--- src/rtl/gray_rptr_sync.sv ---
// Read-domain pointer receiver for the async FIFO: syncs the Gray write pointer, keeps the read pointer, derives empty/fill/underflow.
// Latency: write pointer reaches empty/fill after 3 edges; reads update rd_addr/rptr_gray/empty/fill on the accepting edge.
// Backpressure: reads while empty are refused and flagged on rd_underflow. Optional Gray check: GRAY_PTR_CHECK_EN.
module gray_rptr_sync #(
    parameter int ADDR_WIDTH = 5,
    parameter int PTR_WIDTH  = ADDR_WIDTH + 1
) (
    input  logic                  clk,
    input  logic                  rst,
    input  logic [PTR_WIDTH-1:0]  wptr_gray_in,
    input  logic                  rd_en,
    output logic [ADDR_WIDTH-1:0] rd_addr,
    output logic [PTR_WIDTH-1:0]  rptr_gray,
    output logic                  empty,
    output logic [PTR_WIDTH-1:0]  fill,
    output logic                  rd_underflow,
    output logic                  gray_err
);

    function automatic logic [PTR_WIDTH-1:0] gray2bin(input logic [PTR_WIDTH-1:0] g);
        logic [PTR_WIDTH-1:0] b;
        b[PTR_WIDTH-1] = g[PTR_WIDTH-1];
        for (int i = PTR_WIDTH - 2; i >= 0; i--) begin
            b[i] = b[i+1] ^ g[i];
        end
        return b;
    endfunction

    logic [PTR_WIDTH-1:0] sync1_q;
    logic [PTR_WIDTH-1:0] sync2_q;
    logic [PTR_WIDTH-1:0] wbin_q;
    logic [PTR_WIDTH-1:0] rbin_q;
    logic [PTR_WIDTH-1:0] rbin_d;
    logic [PTR_WIDTH-1:0] rptr_gray_q;
    logic [PTR_WIDTH-1:0] rptr_gray_d;
    logic                 rd_underflow_q;
    logic                 rd_accept;

    // Two plain flops: nothing may sit between them or metastability can propagate.
    always_ff @(posedge clk) begin
        if (rst) begin
            sync1_q <= '0;
            sync2_q <= '0;
            wbin_q  <= '0;
        end else begin
            sync1_q <= wptr_gray_in;
            sync2_q <= sync1_q;
            wbin_q  <= gray2bin(sync2_q);
        end
    end

    // rd_accept doubles as the RAM read enable; raw rd_en must never reach the RAM.
    always_comb begin
        empty       = (wbin_q == rbin_q);
        fill        = wbin_q - rbin_q;
        rd_accept   = rd_en & ~empty;
        rbin_d      = rd_accept ? (rbin_q + PTR_WIDTH'(1)) : rbin_q;
        rptr_gray_d = rbin_d ^ (rbin_d >> 1);
    end

    always_ff @(posedge clk) begin
        if (rst) begin
            rbin_q         <= '0;
            rptr_gray_q    <= '0;
            rd_underflow_q <= 1'b0;
        end else begin
            rbin_q         <= rbin_d;
            rptr_gray_q    <= rptr_gray_d;
            rd_underflow_q <= rd_en & empty;
        end
    end

    assign rd_addr      = rbin_q[ADDR_WIDTH-1:0];
    assign rptr_gray    = rptr_gray_q;
    assign rd_underflow = rd_underflow_q;

`ifdef GRAY_PTR_CHECK_EN
    logic [PTR_WIDTH-1:0] wgray_q;
    logic [PTR_WIDTH-1:0] gray_diff;
    logic                 multi_bit;
    logic                 gray_err_q;

    // x & (x-1) is nonzero exactly when more than one bit of x is set.
    always_comb begin
        gray_diff = sync2_q ^ wgray_q;
        multi_bit = |(gray_diff & (gray_diff - PTR_WIDTH'(1)));
    end

    always_ff @(posedge clk) begin
        if (rst) begin
            wgray_q    <= '0;
            gray_err_q <= 1'b0;
        end else begin
            wgray_q <= sync2_q;
            if (multi_bit) begin
                gray_err_q <= 1'b1;
            end
        end
    end

    assign gray_err = gray_err_q;
`else
    assign gray_err = 1'b0;
`endif

endmodule

--- config.mk ---
export PLATFORM = sky130hd
export DESIGN_NAME = gray_rptr_sync
export DESIGN_NICKNAME = d
export VERILOG_FILES = /design/src/rtl/gray_rptr_sync.sv
export SDC_FILE = /design/constraint.sdc
export NUM_CORES = 1
export LEC_CHECK = 0
export BUFFER_PORTS_ARGS = -buffer_cell sky130_fd_sc_hd__buf_4
export CAP_MARGIN = 20
export CORE_ASPECT_RATIO = 1.5
export CORE_MARGIN = 5
export CORE_UTILIZATION = 45
export CTS_BUF_LIST = sky130_fd_sc_hd__clkbuf_4 sky130_fd_sc_hd__clkbuf_8
export DETAILED_ROUTE_END_ITERATION = 6
export MAX_ROUTING_LAYER = met4
export PLACE_DENSITY = 0.68
export SLEW_MARGIN = 20
export SYNTH_ARGS = -nofsm -noshare
export SYNTH_HDL_FRONTEND = slang
export SYNTH_SLANG_ARGS = --single-unit
--- constraint.sdc ---
create_clock -name clk -period 2.67 [get_ports clk]
set_clock_uncertainty 0.05 [all_clocks]
set_input_delay 0.267 -clock clk [delete_from_list [all_inputs] [get_ports clk]]
set_output_delay 0.267 -clock clk [all_outputs]
set_load 0.005 [all_outputs]
==> flow_metrics.tcl, run 1 <==
set metrics [dict create \
    status "finished, final reports clean" \
    final_core_util_pct 58.0 \
    yosys.area.top_type "dfxtp_1" \
    min_period_ns 2.42 \
    syn-cell-area_um2 1350 \
    critPathKind "flip-flop to primary output" \
    synth_area_per_cell_um2 9.66 \
    synth_warnings 0 \
    hold_viol_final 0 \
    drt_first_pass_iters 4 \
    wl_per_cell_um 11.5 \
    vias 1003 \
    start_util_pct 46.4 \
    finalNetCount 187 \
    critPathMaxFanout 8 \
    drc 0 \
    period_share_pct 90.5 \
    htreeDepth 2 \
    grt_pass1_wl_um 4410 \
    clockBufferDepth 2 \
    gr-usage-all-layers_pct 14.6 \
    clk_pin_slew_ns 0.06 \
    cp_slowest_cell "or4_1" \
    ys_types 31 \
    p_leak_nw 0.758 \
    cp_cell_sequence "inv_1 > ha_1 > nor2b_1 > o21ai_1 > a21boi_1 > or4_1 > nand3_1 > buf_4" \
    antenna_found_initial 0 \
    cts_setup_buffers 0 \
    critPathTopFamily "simple AND/OR/NAND/NOR gates" \
    dieArea_um2 4220 \
    area_growth_pct 24.9 \
    die_height_um 77.1 \
    holdWs_ns 0.153 \
    synth_area_leaders "dfxtp_1 44%, xnor2_1 7.8%, nor2b_1 6.5%" \
    viasPerCell 4.75 \
    synth_top_area_share_pct 44.4 \
    p_per_area_nw_per_um2 727 \
    die_w_um 54.8 \
    place_ws_ns 0.342 \
    slew_violations 0 \
    wl_um 2430 \
    hp-class "primary input to flip-flop" \
    ctsHoldBuffers 0 \
    layout_setup_ws_ns 0.252 \
    grt-ovfl-total 0 \
    rsz0062_at_grt "false" \
    peakVddDrop_mv 0.584 \
    setup_viol 0 \
    ant_nets 0 \
    synth-edff-count 0 \
    cts.sinks 30 \
    maxCapViolCount 0 \
    antennaDiodeCount 0 \
    grt_pass1_vias 996 \
    crit_arrival_ns 2.10 \
    cp-end-kind "primary output" \
    timing.fmax_mhz 414 \
    syn_nets 156 \
    ios 29 \
    cts_buffers 5 \
    startpoint_type "flip-flop" \
    ys_seq_area_share_pct 44.4 \
    grt_max_degree 32 \
    ctsResizeCount 0 \
    ys_ff_latch 30 \
    io_buffers 27 \
    synthCells 140 \
    synth_ff_type "dfxtp_1" \
    clock_latency_ns 0.28 \
    fin_setup_tns_ns 0 \
    row_count 24 \
    place_hpwl_um 1820 \
    finalWeightedCongestion 0.854 \
    core-area_um2 2910 \
    cp.required_ns 2.35 \
    cp_num_buf_inv 2 \
    drive_above_1_share_pct 24.4 \
    cts-root-buf "clkbuf_8" \
    cts_tree "built" \
    synthArstFlopShare_pct 0 \
    critPathMaxStageDelay_ns 0.41 \
    drtIter0Drc 9 \
]
[sequential cells by signal, summed over array words and instances (netlist names)]
signal and flops:
rptr_gray 5, rd_underflow 1, sync2_q 6, wbin_q 6, rbin_q 6, sync1_q 6
[per-layer routing]
metal  vias up  track usage (%)  share of wire, %
met5         -                -                 0
met4         0             10.2               4.1
met3         8             3.49               4.4
met2        24             21.7                50
met1       451             16.4                41
li1        520                -                 -
[cell usage after synthesis, types with 2 or more instances]
cell type	count
and3_1	2
o211ai_1	2
nor2b_1	14
o21ai_0	3
inv_1	12
mux2i_1	4
nand2_1	3
and4_1	2
nor2_1	21
xor2_1	5
ha_1	6
nand3_1	2
dfxtp_1	30
clkbuf_1	3
xnor2_1	12
a21oi_1	4
[placed cells by master, fill, tap and decap left out, drive strengths merged, types with 2 or more instances in the layout]
cell type / n
dfxtp: 30
buf: 28
nor2: 21
nor2b: 14
inv: 12
xnor2: 12
clkbuf: 7
ha: 6
xor2: 6
a21oi: 4
mux2i: 4
nand2: 3
o21ai: 3
o211ai: 2
nand3: 2
and4: 2
and3: 2
o311ai: 2
[power breakdown]
part	leakage [nW]	internal [W]	switching, W
clock network	0.0517	0.000217	0.000158
registers	0.247	0.000483	0.0000229
logic	0.459	0.000185	0.000162
total	0.758	0.000885	0.000343
[metrics by stage]
stage | cells | power (W) | area [µm²]
2_1_floorplan | 140 | 0.000721 | 1350
3_3_place_gp | 203 | 0.000857 | 1590
3_5_place_dp | 203 | 0.000865 | 1590
4_1_cts | 211 | 0.00124 | 1690
5_1_grt | 211 | 0.00131 | 1690
6_report | 211 | 0.00123 | 1690
[worst paths after layout]
path                                       from      endpoint  slack (ns)  cells past startpoint
worst max-delay path                  rbin_q[1]       fill[5]        0.25                      8
worst min-delay path            wptr_gray_in[2]    sync1_q[2]        0.15                      2
worst max register to register        rbin_q[2]  rptr_gray[4]        0.44                      7
worst min register to register       sync1_q[5]    sync2_q[5]        0.38                      1
[worst register-to-register path, delay by kind of cell (launching register included)]
family / cells / cell delay (ns)
xor gates and xnor gates: 1 / 0.17
DFF: 1 / 0.46
and+or+nand+nor: 1 / 0.39
AOI/OAI and AO/OA: 2 / 0.44
adders and majority gates: 1 / 0.39
buffers and inverters: 2 / 0.27
[final cells by class]
type	instances	area, µm²
inverter	12	45.0
multi-input combinational	94	688
fill	280	1220
clock buffer	7	90.1
timing repair buffer	28	210
clock inverter	1	5.00
tap	39	48.8
sequential	30	602
[cells by family after synthesis]
group / synth area share, %
simple gates: 19.1
flops: 44.4
xor+xnor: 12.2
buf+inv: 4.72
compound gates: 8.51
fa+ha+maj: 7.03
mux: 3.79
other cells: 0.277
(Power assumes the default switching activity.)
==> run 2, diff against run 1 <==
==> constraint.sdc (replaced) <==
create_clock -name clk -period 3.1 [get_ports clk]
set_clock_uncertainty 0.05 [all_clocks]
set_input_delay 0.31 -clock clk [delete_from_list [all_inputs] [get_ports clk]]
set_output_delay 0.31 -clock clk [all_outputs]
set_load 0.005 [all_outputs]
==> flow_metrics.tcl, run 2 (synthesis gave the netlist of run 1 again) <==
set metrics [dict create \
    ant_nets 0 \
    area_growth_pct 23.9 \
    grt_pass1_vias 964 \
    drc 0 \
    cp_slowest_cell "dfxtp_1" \
    worst_slew_pin_slew_ns 0.529 \
    finalNetCount 187 \
    cts_setup_buffers 0 \
    row_count 24 \
    drive_above_1_share_pct 22.9 \
    die_height_um 77.1 \
    final_common_cell "dfxtp_1" \
    gr-usage-all-layers_pct 13.9 \
    startpoint_type "flip-flop" \
    hp-class "primary input to flip-flop" \
    antenna_found_initial 0 \
    fin_setup_tns_ns 0 \
    holdWs_ns 0.199 \
    start_util_pct 46.4 \
    peakVddDrop_mv 0.454 \
    status "finished, final reports clean" \
    layout_common_cells "30 x dfxtp_1, 28 x buf_4, 21 x nor2_1, 14 x nor2b_1" \
    cts_tree "built" \
    cts-root-buf "clkbuf_8" \
    p_per_area_nw_per_um2 613 \
    viasPerCell 4.76 \
    critPathKind "flip-flop to primary output" \
    maxCapViolCount 0 \
    core-area_um2 2910 \
    place_hpwl_um 1830 \
    cp.required_ns 2.74 \
    cp_cell_sequence "inv_1 > ha_1 > nor2b_1 > o21ai_0 > a21boi_0 > or4_1 > nand3_1 > buf_4" \
    hold_viol_final 0 \
    critPathMaxStageDelay_ns 0.47 \
    ios 29 \
    ctsResizeCount 0 \
    slew_violations 0 \
    io_buffers 27 \
    antennaDiodeCount 0 \
    vias 995 \
    die_w_um 54.8 \
    timing.fmax_mhz 379 \
    rsz0062_at_grt "false" \
    drtIter0Drc 11 \
    setup_viol 0 \
    wl_per_cell_um 11.5 \
    clockBufferDepth 2 \
    cts.sinks 30 \
    wl_um 2410 \
    min_period_ns 2.64 \
    crit_arrival_ns 2.28 \
    period_share_pct 85.0 \
    ctsHoldBuffers 0 \
    grt_pass1_wl_um 4180 \
    clock_latency_ns 0.27 \
    nFillCells 271 \
    grt-ovfl-total 0 \
    cts_buffers 5 \
    slew_headroom_pct 64.7 \
    p_leak_nw 0.748 \
    cp-end-kind "primary output" \
    finalWeightedCongestion 0.865 \
    drt_first_pass_iters 4 \
    dieArea_um2 4220 \
    critPathMaxFanout 8 \
    grt_max_degree 32 \
    clk_pin_slew_ns 0.05 \
    htreeDepth 2 \
]
[run 2: changes by cell type in the layout (fill, tap and decap cells not counted)]
cell      previous run  this run
dfxtp_1             29        30
clkinv_2             1         0
dfxtp_2              1         0
o21ai_0              2         3
clkbuf_4             1         0
a21boi_1             1         0
o21ai_1              1         0
a21boi_0             0         1
[run 2: metrics by stage]
step           std cells  total power (W)  instance area (µm²)  setup WS (ns)  utilization, %
6_report             209          0.00103                 1680          0.465            57.5
5_1_grt              209          0.00110                 1680          0.271            57.5
4_1_cts              209          0.00105                 1680          0.441            57.5
3_5_place_dp         203         0.000747                 1590          0.751            54.7
3_3_place_gp         203         0.000739                 1590          0.805            54.7
2_1_floorplan        140         0.000621                 1350          0.906               -
[run 2: area by class of cell]
type / count / area (µm²) / share of cell area [%]
multi-input combinational: 94 / 688 / 41.1
sequential: 30 / 601 / 35.8
clock buffer: 6 / 82.6 / 4.93
timing repair buffer: 28 / 210 / 12.5
tap: 39 / 48.8 / 2.91
inverter: 12 / 45.0 / 2.69
[run 2: layer usage]
metal  GRT usage, %  wire (µm)
met5              -          0
met4           8.98         68
met3           3.49        132
met2           21.8       1270
met1           14.7        944
[run 2: report_power, final]
group | switching [W] | total, W | internal, W | leakage (nW)
Clock | 0.000124 | 0.000294 | 0.000170 | 0.0431
Sequential | 0.0000204 | 0.000436 | 0.000415 | 0.246
Combinational | 0.000140 | 0.000297 | 0.000158 | 0.459
[run 2: final timing paths]
check                  startpoint           end  slack, ns  cells after the start
hold / removal    wptr_gray_in[0]    sync1_q[0]       0.20                      2
hold reg to reg        sync1_q[0]    sync2_q[0]       0.38                      1
setup reg to reg        rbin_q[2]  rptr_gray[2]       0.87                      8
setup / recovery        rbin_q[1]       fill[5]       0.46                      8
[run 2: critical path, delay by kind of cell (launching register included)]
family / cells / cell delay (ns)
simple gates: 3 / 0.65
flops: 1 / 0.47
buf+inv: 2 / 0.21
compound gates: 2 / 0.35
fa+ha+maj: 1 / 0.33
